===== src/rtl/uart_pkg.sv =====
// Shared UART definitions: frame FSM state encoding and bit-period helper,
// used by both the transmit and receive sides.
package uart_pkg;

   typedef enum logic [2:0] {
      ST_IDLE   = 3'd0,
      ST_START  = 3'd1,
      ST_DATA   = 3'd2,
      ST_PARITY = 3'd3,
      ST_STOP   = 3'd4
   } uart_state_e;

   // Clocks per line bit; clk_fre is in MHz.
   function automatic int calc_cycle(input int clk_fre, input int baud_rate);
      return (clk_fre * 1000000) / baud_rate;
   endfunction

endpackage


===== src/rtl/uart_tx_fifo.sv =====
// Synchronous transmit FIFO; read data is the head word (first-word fall-through),
// full/empty told apart by the extra pointer MSB.
module uart_tx_fifo #(
   parameter int WIDTH = 8,
   parameter int DEPTH = 16
) (
   input  logic                     i_clk_sys,
   input  logic                     i_rst,
   input  logic                     i_push,
   input  logic [WIDTH-1:0]         i_wdata,
   input  logic                     i_pop,
   output logic [WIDTH-1:0]         o_rdata,
   output logic                     o_full,
   output logic                     o_empty,
   output logic [$clog2(DEPTH):0]   o_level
);

   localparam int AW = $clog2(DEPTH);
   localparam logic [AW:0] PTR_ONE = (AW + 1)'(1);

   logic [AW:0]      wr_ptr;
   logic [AW:0]      rd_ptr;
   logic [WIDTH-1:0] mem [DEPTH];

   always_ff @(posedge i_clk_sys or posedge i_rst) begin
      if (i_rst) begin
         wr_ptr <= '0;
         rd_ptr <= '0;
      end else begin
         if (i_push && !o_full)
            wr_ptr <= wr_ptr + PTR_ONE;
         if (i_pop && !o_empty)
            rd_ptr <= rd_ptr + PTR_ONE;
      end
   end

   always_ff @(posedge i_clk_sys) begin
      if (i_push && !o_full)
         mem[wr_ptr[AW-1:0]] <= i_wdata;
   end

   assign o_full  = (wr_ptr[AW] != rd_ptr[AW]) && (wr_ptr[AW-1:0] == rd_ptr[AW-1:0]);
   assign o_empty = (wr_ptr == rd_ptr);
   assign o_level = wr_ptr - rd_ptr;
   assign o_rdata = mem[rd_ptr[AW-1:0]];

endmodule


===== src/rtl/uart_tx_buf.sv =====
// Buffered UART transmitter: FIFO feeding a start/data/parity/stop frame FSM.
// Optional line break input i_break is enabled by defining UART_TX_BUF_BREAK_EN.
module uart_tx_buf
   import uart_pkg::*;
#(
   parameter int CLK_FRE     = 50,
   parameter int BAUD_RATE   = 9600,
   parameter int DATA_WIDTH  = 8,
   parameter int PARITY_ON   = 0,
   parameter int PARITY_TYPE = 0,
   parameter int STOP_BITS   = 1,
   parameter int FIFO_DEPTH  = 16
) (
   input  logic                          i_clk_sys,
   input  logic                          i_rst,
`ifdef UART_TX_BUF_BREAK_EN
   input  logic                          i_break,
`endif
   input  logic [DATA_WIDTH-1:0]         i_data,
   input  logic                          i_data_valid,
   output logic                          o_data_ready,
   output logic [$clog2(FIFO_DEPTH):0]   o_fifo_level,
   output logic                          o_busy,
   output logic                          o_uart_tx
);

   localparam int CYCLE    = calc_cycle(CLK_FRE, BAUD_RATE);
   localparam int STOP_LEN = STOP_BITS * CYCLE;
   localparam int CW       = $clog2(STOP_LEN + 1);
   localparam int IW       = $clog2(DATA_WIDTH);
   localparam logic [CW-1:0] CNT_ONE   = CW'(1);
   localparam logic [CW-1:0] BIT_LAST  = CW'(CYCLE - 1);
   localparam logic [CW-1:0] STOP_LAST = CW'(STOP_LEN - 1);
   localparam logic [IW-1:0] IDX_ONE   = IW'(1);
   localparam logic [IW-1:0] DBIT_LAST = IW'(DATA_WIDTH - 1);
   localparam logic          PAR_ODD   = (PARITY_TYPE != 0);

   uart_state_e           state;
   logic [CW-1:0]         bit_cnt;
   logic [IW-1:0]         dbit;
   logic                  bit_end;
   logic                  brk;
   logic                  pop;
   logic                  fifo_full;
   logic                  fifo_empty;
   logic [DATA_WIDTH-1:0] fifo_rdata;
   logic [DATA_WIDTH-1:0] shift_p0;
   logic                  par_p0;

`ifdef UART_TX_BUF_BREAK_EN
   assign brk = i_break;
`else
   assign brk = 1'b0;
`endif

   uart_tx_fifo #(
      .WIDTH (DATA_WIDTH),
      .DEPTH (FIFO_DEPTH)
   ) u_fifo (
      .i_clk_sys (i_clk_sys),
      .i_rst     (i_rst),
      .i_push    (i_data_valid),
      .i_wdata   (i_data),
      .i_pop     (pop),
      .o_rdata   (fifo_rdata),
      .o_full    (fifo_full),
      .o_empty   (fifo_empty),
      .o_level   (o_fifo_level)
   );

   assign o_data_ready = !fifo_full;
   assign bit_end      = (state == ST_STOP) ? (bit_cnt == STOP_LAST) : (bit_cnt == BIT_LAST);
   // Break is only honoured between frames, so it gates pops but never truncates a frame.
   assign pop = !fifo_empty && !brk && ((state == ST_IDLE) || ((state == ST_STOP) && bit_end));

   // Stage p0: word and its parity captured at pop, shifted out LSB first
   always_ff @(posedge i_clk_sys) begin
      if (pop) begin
         shift_p0 <= fifo_rdata;
         par_p0   <= (^fifo_rdata) ^ PAR_ODD;
      end else if ((state == ST_DATA) && bit_end) begin
         shift_p0 <= shift_p0 >> 1;
      end
   end

   // Line and busy are registered from the current state, one clock behind it
   always_ff @(posedge i_clk_sys or posedge i_rst) begin
      if (i_rst) begin
         state     <= ST_IDLE;
         bit_cnt   <= '0;
         dbit      <= '0;
         o_uart_tx <= 1'b1;
         o_busy    <= 1'b0;
      end else begin
         o_busy <= (state != ST_IDLE);
         case (state)
            ST_IDLE: begin
               o_uart_tx <= !brk;
               if (pop) begin
                  state   <= ST_START;
                  bit_cnt <= '0;
               end
            end
            ST_START: begin
               o_uart_tx <= 1'b0;
               if (bit_end) begin
                  state   <= ST_DATA;
                  bit_cnt <= '0;
                  dbit    <= '0;
               end else begin
                  bit_cnt <= bit_cnt + CNT_ONE;
               end
            end
            ST_DATA: begin
               o_uart_tx <= shift_p0[0];
               if (bit_end) begin
                  bit_cnt <= '0;
                  if (dbit == DBIT_LAST)
                     state <= (PARITY_ON != 0) ? ST_PARITY : ST_STOP;
                  else
                     dbit <= dbit + IDX_ONE;
               end else begin
                  bit_cnt <= bit_cnt + CNT_ONE;
               end
            end
            ST_PARITY: begin
               o_uart_tx <= par_p0;
               if (bit_end) begin
                  state   <= ST_STOP;
                  bit_cnt <= '0;
               end else begin
                  bit_cnt <= bit_cnt + CNT_ONE;
               end
            end
            ST_STOP: begin
               o_uart_tx <= 1'b1;
               if (bit_end) begin
                  bit_cnt <= '0;
                  state   <= pop ? ST_START : ST_IDLE;
               end else begin
                  bit_cnt <= bit_cnt + CNT_ONE;
               end
            end
            default: state <= ST_IDLE;
         endcase
      end
   end

endmodule


===== config.mk =====
export PLATFORM = sky130hd
export DESIGN_NAME = uart_tx_buf
export DESIGN_NICKNAME = d
export VERILOG_FILES = /design/src/rtl/uart_pkg.sv /design/src/rtl/uart_tx_fifo.sv /design/src/rtl/uart_tx_buf.sv
export SDC_FILE = /design/constraint.sdc
export NUM_CORES = 1
export LEC_CHECK = 0
export BUFFER_PORTS_ARGS = -buffer_cell sky130_fd_sc_hd__clkbuf_2
export CAP_MARGIN = 10
export CORE_UTILIZATION = 45
export CTS_CLUSTER_DIAMETER = 100
export DETAILED_ROUTE_END_ITERATION = 8
export GPL_ROUTABILITY_DRIVEN = 0
export PLACE_DENSITY = 0.69
export SLEW_MARGIN = 5
export SYNTH_ARGS = -nofsm -noshare
export SYNTH_HDL_FRONTEND = slang
export SYNTH_SLANG_ARGS = --single-unit

===== constraint.sdc =====
create_clock -name i_clk_sys -period 8.3 [get_ports i_clk_sys]
set_clock_uncertainty 0.15 [all_clocks]
set_input_delay 1.66 -clock i_clk_sys [delete_from_list [all_inputs] [get_ports i_clk_sys]]
set_output_delay 1.66 -clock i_clk_sys [all_outputs]
set_load 0.01 [all_outputs]

# After elaboration in Yosys (flattened, before gate mapping)
# Memory sizes are Yosys's and may differ from the RTL's.
# Cells that the tools add are included.
[op_classes] addsub=5 eq_ne=16 muxes=20 reduce_logical=21
[ops] operator="$mux 3" n=9
[ops] operator="$mux 13" n=2
[ops] operator="$pmux 13 s2" n=1
[ops] operator="$mux 8" n=2
[ops] operator="$pmux 3 s5" n=1
[ops] operator="$add 13x1->13 const B" n=1
[ops] operator="$eq 13x13->1 const B" n=1
[ops] operator="$ne 2x2->1 const B" n=6
[ops] operator="$add 5x1->5 const B" n=2
[ops] operator="$reduce_xor 8->1" n=1
[ops] operator="$eq 3x2->1 const B" n=2
[ops] operator="$eq 3x3->1 const B" n=2
[ops] operator="$logic_and 1x1->1" n=6
[ops] operator="$pmux 3 s2" n=1
[ops] operator="$reduce_and 6->1" n=1
[ops] operator="$reduce_bool 2->1" n=3
[ops] operator="$eq 5x5->1" n=1
[ops] operator="$sub 5x5->5" n=1
[ops] operator="$eq 4x4->1" n=1
[ops] operator="$pmux 1 s4" n=1
[ops] operator="$reduce_and 4->1" n=1
[ops] operator="$reduce_bool 4->1" n=1
[ops] operator="$reduce_or 4->1" n=1
[ops] operator="$add 3x1->3 const B" n=1
[ops] operator="10 further kinds" n=13
[totals] ff_bits=40 mem_bits_rw=128 output_inout_bits=8 word_cells=72 mem_count=1
[memory_table] name="u_fifo.mem" depth=16 width=8 rd=1 rd_ports_with_merged_regs=0 wr=1 line="uart_tx_fifo.sv:23" source="logic [WIDTH-1:0] mem [DEPTH];"

# Longest topological paths before layout
[logic_depth] word_depth=7 ltp_mapped=11 mapped_depth_nobuf=8

# Modules after synthesis
# A second synthesis with hierarchy kept.
[unflattened] cells_unflattened=465 hier_area_um2=7430.9
[modules_own_cells] mod="uart_tx_fifo" instances=1 cells_each=299 area_each_um2=5691.7 seq_area_each_um2=4093.9
[modules_own_cells] mod="uart_tx_buf" instances=1 cells_each=166 area_each_um2=1739.2 seq_area_each_um2=797.0

# Least setup slack after synthesis
# OpenSTA, ideal clock, no wires.
[synth_path] path_type="register -> output" startpoint="reg u_fifo.rd_ptr[1]" endpoint="out o_fifo_level[3]" t_arrival_ps=1714 path_slack_ps=4776 path_stages_with_launch=8 path_buffers=2 cell_sequence="dfrtp_1 -> buf_6 -> clkbuf_1 -> inv_1 -> ha_1 -> a21o_1 -> a21oi_1 -> xnor2_1"
[synth_between] elab_chain_cells=1
[synth_rtl] element="start: declaration" line="uart_tx_fifo.sv:22" source="logic [AW:0] rd_ptr;"
[synth_rtl] element="start signal: assignment" line="uart_tx_fifo.sv:33" source="rd_ptr <= rd_ptr + PTR_ONE;"
[synth_rtl] element="$sub 5x5->5" line="uart_tx_fifo.sv:44" source="assign o_level = wr_ptr - rd_ptr;"
[synth_rtl] element="end: declaration" line="uart_tx_buf.sv:22" source="output logic [$clog2(FIFO_DEPTH):0] o_fifo_level,"
# Every way passes these cells.

# Worst setup path after layout
[layout_path] startpoint="reg u_fifo.rd_ptr[0]" endpoint="out o_fifo_level[4]"
# Same word-level chain as after synthesis.

==> flow_summary.yaml <==
status:
  status: "complete, no violations"
worst_setup_path:
  crit_fanout: 36
  critPathSlowestCell: "buf_4"
  start_kind: "register"
  critPathMaxStageDelay_ns: 0.51
  rrSetupSlack_ns: 4.78
  end_kind: "output pin"
  worstPathArrival_ns: 2.51
  cp.required_ns: 6.49
  path_class: "register to output pin"
  cp_cell_sequence: "buf_4 -> ha_1 -> fa_1 -> inv_1 -> a21o_1 -> a21oi_1 -> xor2_1 -> clkbuf_2"
job:
  max_cap_violations: 0
final_layout:
  drive_gt1_frac: 0.189
  final_common_cell: "edfxtp_1"
  mostFrequentLayoutCells: "edfxtp_1 (137), nand2_1 (37), dfrtp_1 (29)"
  final_util: 0.522
  diodes: 0
  synthToLayoutAreaGrowth_pct: 11.8
  nets: 481
floorplanning:
  die_w_um: 128
  rows: 45
  fp.dieH_um: 128
  dieArea_um2: 16500
  start_util: 0.467
  ioPinCount: 19
  core_um2: 15400
synth:
  synth_edf_count: 137
  synth_area_um2: 7180
  synth-main-ff-cell: "edfxtp_1"
  netlist_instances: 435
  synth_cell_types: 51
  synth_warnings: 0
  async_flop_share: 0.185
  synth_area_leader_cell: "edfxtp_1"
  ys_seq_area_frac: 0.681
  synth_area_leaders: "edfxtp_1 (57%), dfrtp_1 (10%), mux4_2 (6.3%)"
  ys_ff_latch: 168
  syn_nets: 459
  syn_area_per_cell_um2: 16.5
  synth_top_cell_area_share: 0.573
sta:
  period_needed_ns: 4.32
  tightest_slew_ns: 1.15
  slew_headroom: 0.229
  finalSetupViolCount: 0
  timing.fmax_mhz: 231
  finalMaxSlewViolations: 0
  final.setup.tns_ns: 0
  rsz0062_at_grt: "no"
  hold_viol: 0
  period_share: 0.521
clocking:
  htreeDepth: 4
  cts-root-buf: "clkbuf_16"
  postCtsHoldBufs: 0
  cts_resized: 0
  cts_tree: "yes"
  ctsLongestPathBuffers: 2
  clkLatencyLatePin_ns: 0.42
  clkTransAtPathRegs_ns: 0.07
  clock-sinks: 168
  numCtsBuffers: 17
  cts_setup_buffers: 0
drt:
  drc: 0
  via_per_inst: 5.54
  detail_route.wl_per_cell_um: 19.3
  drt-total-wl_um: 13200
  ant_nets: 0
  dr.first_iter.drc_count: 289
  firstDrtPassIters: 4
  via_count: 3770
grt:
  grt_overflow: 0
  track_usage: 0.175
  grt_pass1_wl_um: 21100
  grt_pass1_vias: 3849
  grt_max_degree: 37
  grt_antenna_before_repair: 0
pwr:
  cellPowerDensity_nw_per_um2: 258
  peakVddDrop_uv: 214
  fin_total_pwr_mw: 2.07
  leakage_nw: 2.78
worst_hold_path:
  hold_class: "register to register"
place:
  dp_hpwl_um: 8470
  numPortBuffers: 18
path summary, 6_finish.rpt:
| kind | start | cells after the start | end |
|---|---|---|---|
| max | u_fifo.rd_ptr[0] | 8 | o_fifo_level[4] |
| min | u_fifo.rd_ptr[4] | 1 | u_fifo.rd_ptr[4] |
| max reg2reg | u_fifo.rd_ptr[0] | 7 | u_fifo.mem[1][1] |
| min reg2reg | u_fifo.rd_ptr[4] | 1 | u_fifo.rd_ptr[4] |
| max in group asynchronous | i_rst | 3 | o_uart_tx |
| min in group asynchronous | i_rst | 3 | u_fifo.wr_ptr[0] |
per-layer routing:
| metal | up-vias | part of all wire | track usage |
|---|---|---|---|
| met5 | - | 0 | 0 |
| met4 | 0 | 0.011 | 0.0602 |
| met3 | 15 | 0.045 | 0.0428 |
| met2 | 103 | 0.51 | 0.283 |
| met1 | 1913 | 0.44 | 0.234 |
| li1 | 1739 | - | - |
report_power, final:
group,switching [mW],total (mW),internal [mW]
logic,0.157,0.258,0.101
clock network,0.338,0.791,0.453
registers,0.0365,1.03,0.990
worst max-delay path: cells and delay by family, from the launching register on:
kind / cells / cell delay (ns)
AO/OA/AOI/OAI: 2 / 0.33
XOR/XNOR: 1 / 0.16
adder cells (fa/ha/maj): 2 / 0.51
buffers and inverters: 3 / 0.71
flip-flops: 1 / 0.34
synthesized netlist by cell type, types with 3 or more instances:
library cell and instances:
edfxtp_1 137, nand2_1 37, dfrtp_1 30, nor2_1 26, mux4_2 20, o21ai_0 19
a22oi_1 16, xnor2_1 15, ha_1 12, inv_1 12, mux4_1 12, nor3_1 8
clkbuf_1 7, mux2_2 7, nand3_1 7, a21oi_1 6, a21o_1 5, xor2_1 5
buf_6 4, and2_1 3, and3_1 3, buf_1 3, buf_2 3, nand2b_1 3
nand4_1 3, o31ai_1 3
state kept, by name, indices dropped and copies added, names as in the netlist:
| name | flops |
|---|---|
| u_fifo.wr_ptr | 5 |
| bit_cnt | 13 |
| o_busy | 1 |
| shift_p0 | 8 |
| state | 3 |
| o_uart_tx | 1 |
| u_fifo.mem | 128 |
| u_fifo.rd_ptr | 5 |
| par_p0 | 1 |
| dbit | 3 |
cell families after synthesis:
logic type,share of synthesized area
xor gates and xnor gates,0.0267
DFF,0.681
adders and majority gates,0.0237
and+or+nand+nor,0.0678
buffers and inverters,0.0275
AOI/OAI and AO/OA,0.0559
muxes,0.118
cell type report:
| class | count | area [µm²] |
|---|---|---|
| Clock inverter | 13 | 156 |
| Multi-Input combinational cell | 233 | 2090 |
| Tap cell | 211 | 264 |
| Inverter | 12 | 45.0 |
| Sequential cell | 168 | 4890 |
| Clock buffer | 19 | 433 |
| Timing Repair Buffer | 25 | 143 |
| Fill cell | 1229 | 7340 |
per-stage QoR:
stage | cell area [µm²] | setup WS [ns] | hold WS, ns | cells
6_report | 8030 | 3.98 | 0.348 | 681
5_1_grt | 8030 | 3.75 | 0.383 | 681
4_1_cts | 8030 | 3.92 | 0.355 | 681
3_5_place_dp | 7440 | 4.40 | 0.342 | 649
3_3_place_gp | 7440 | 4.43 | 0.317 | 649
2_1_floorplan | 7180 | 4.78 | 0.304 | 435
Power figures use the tool's default switching activity.
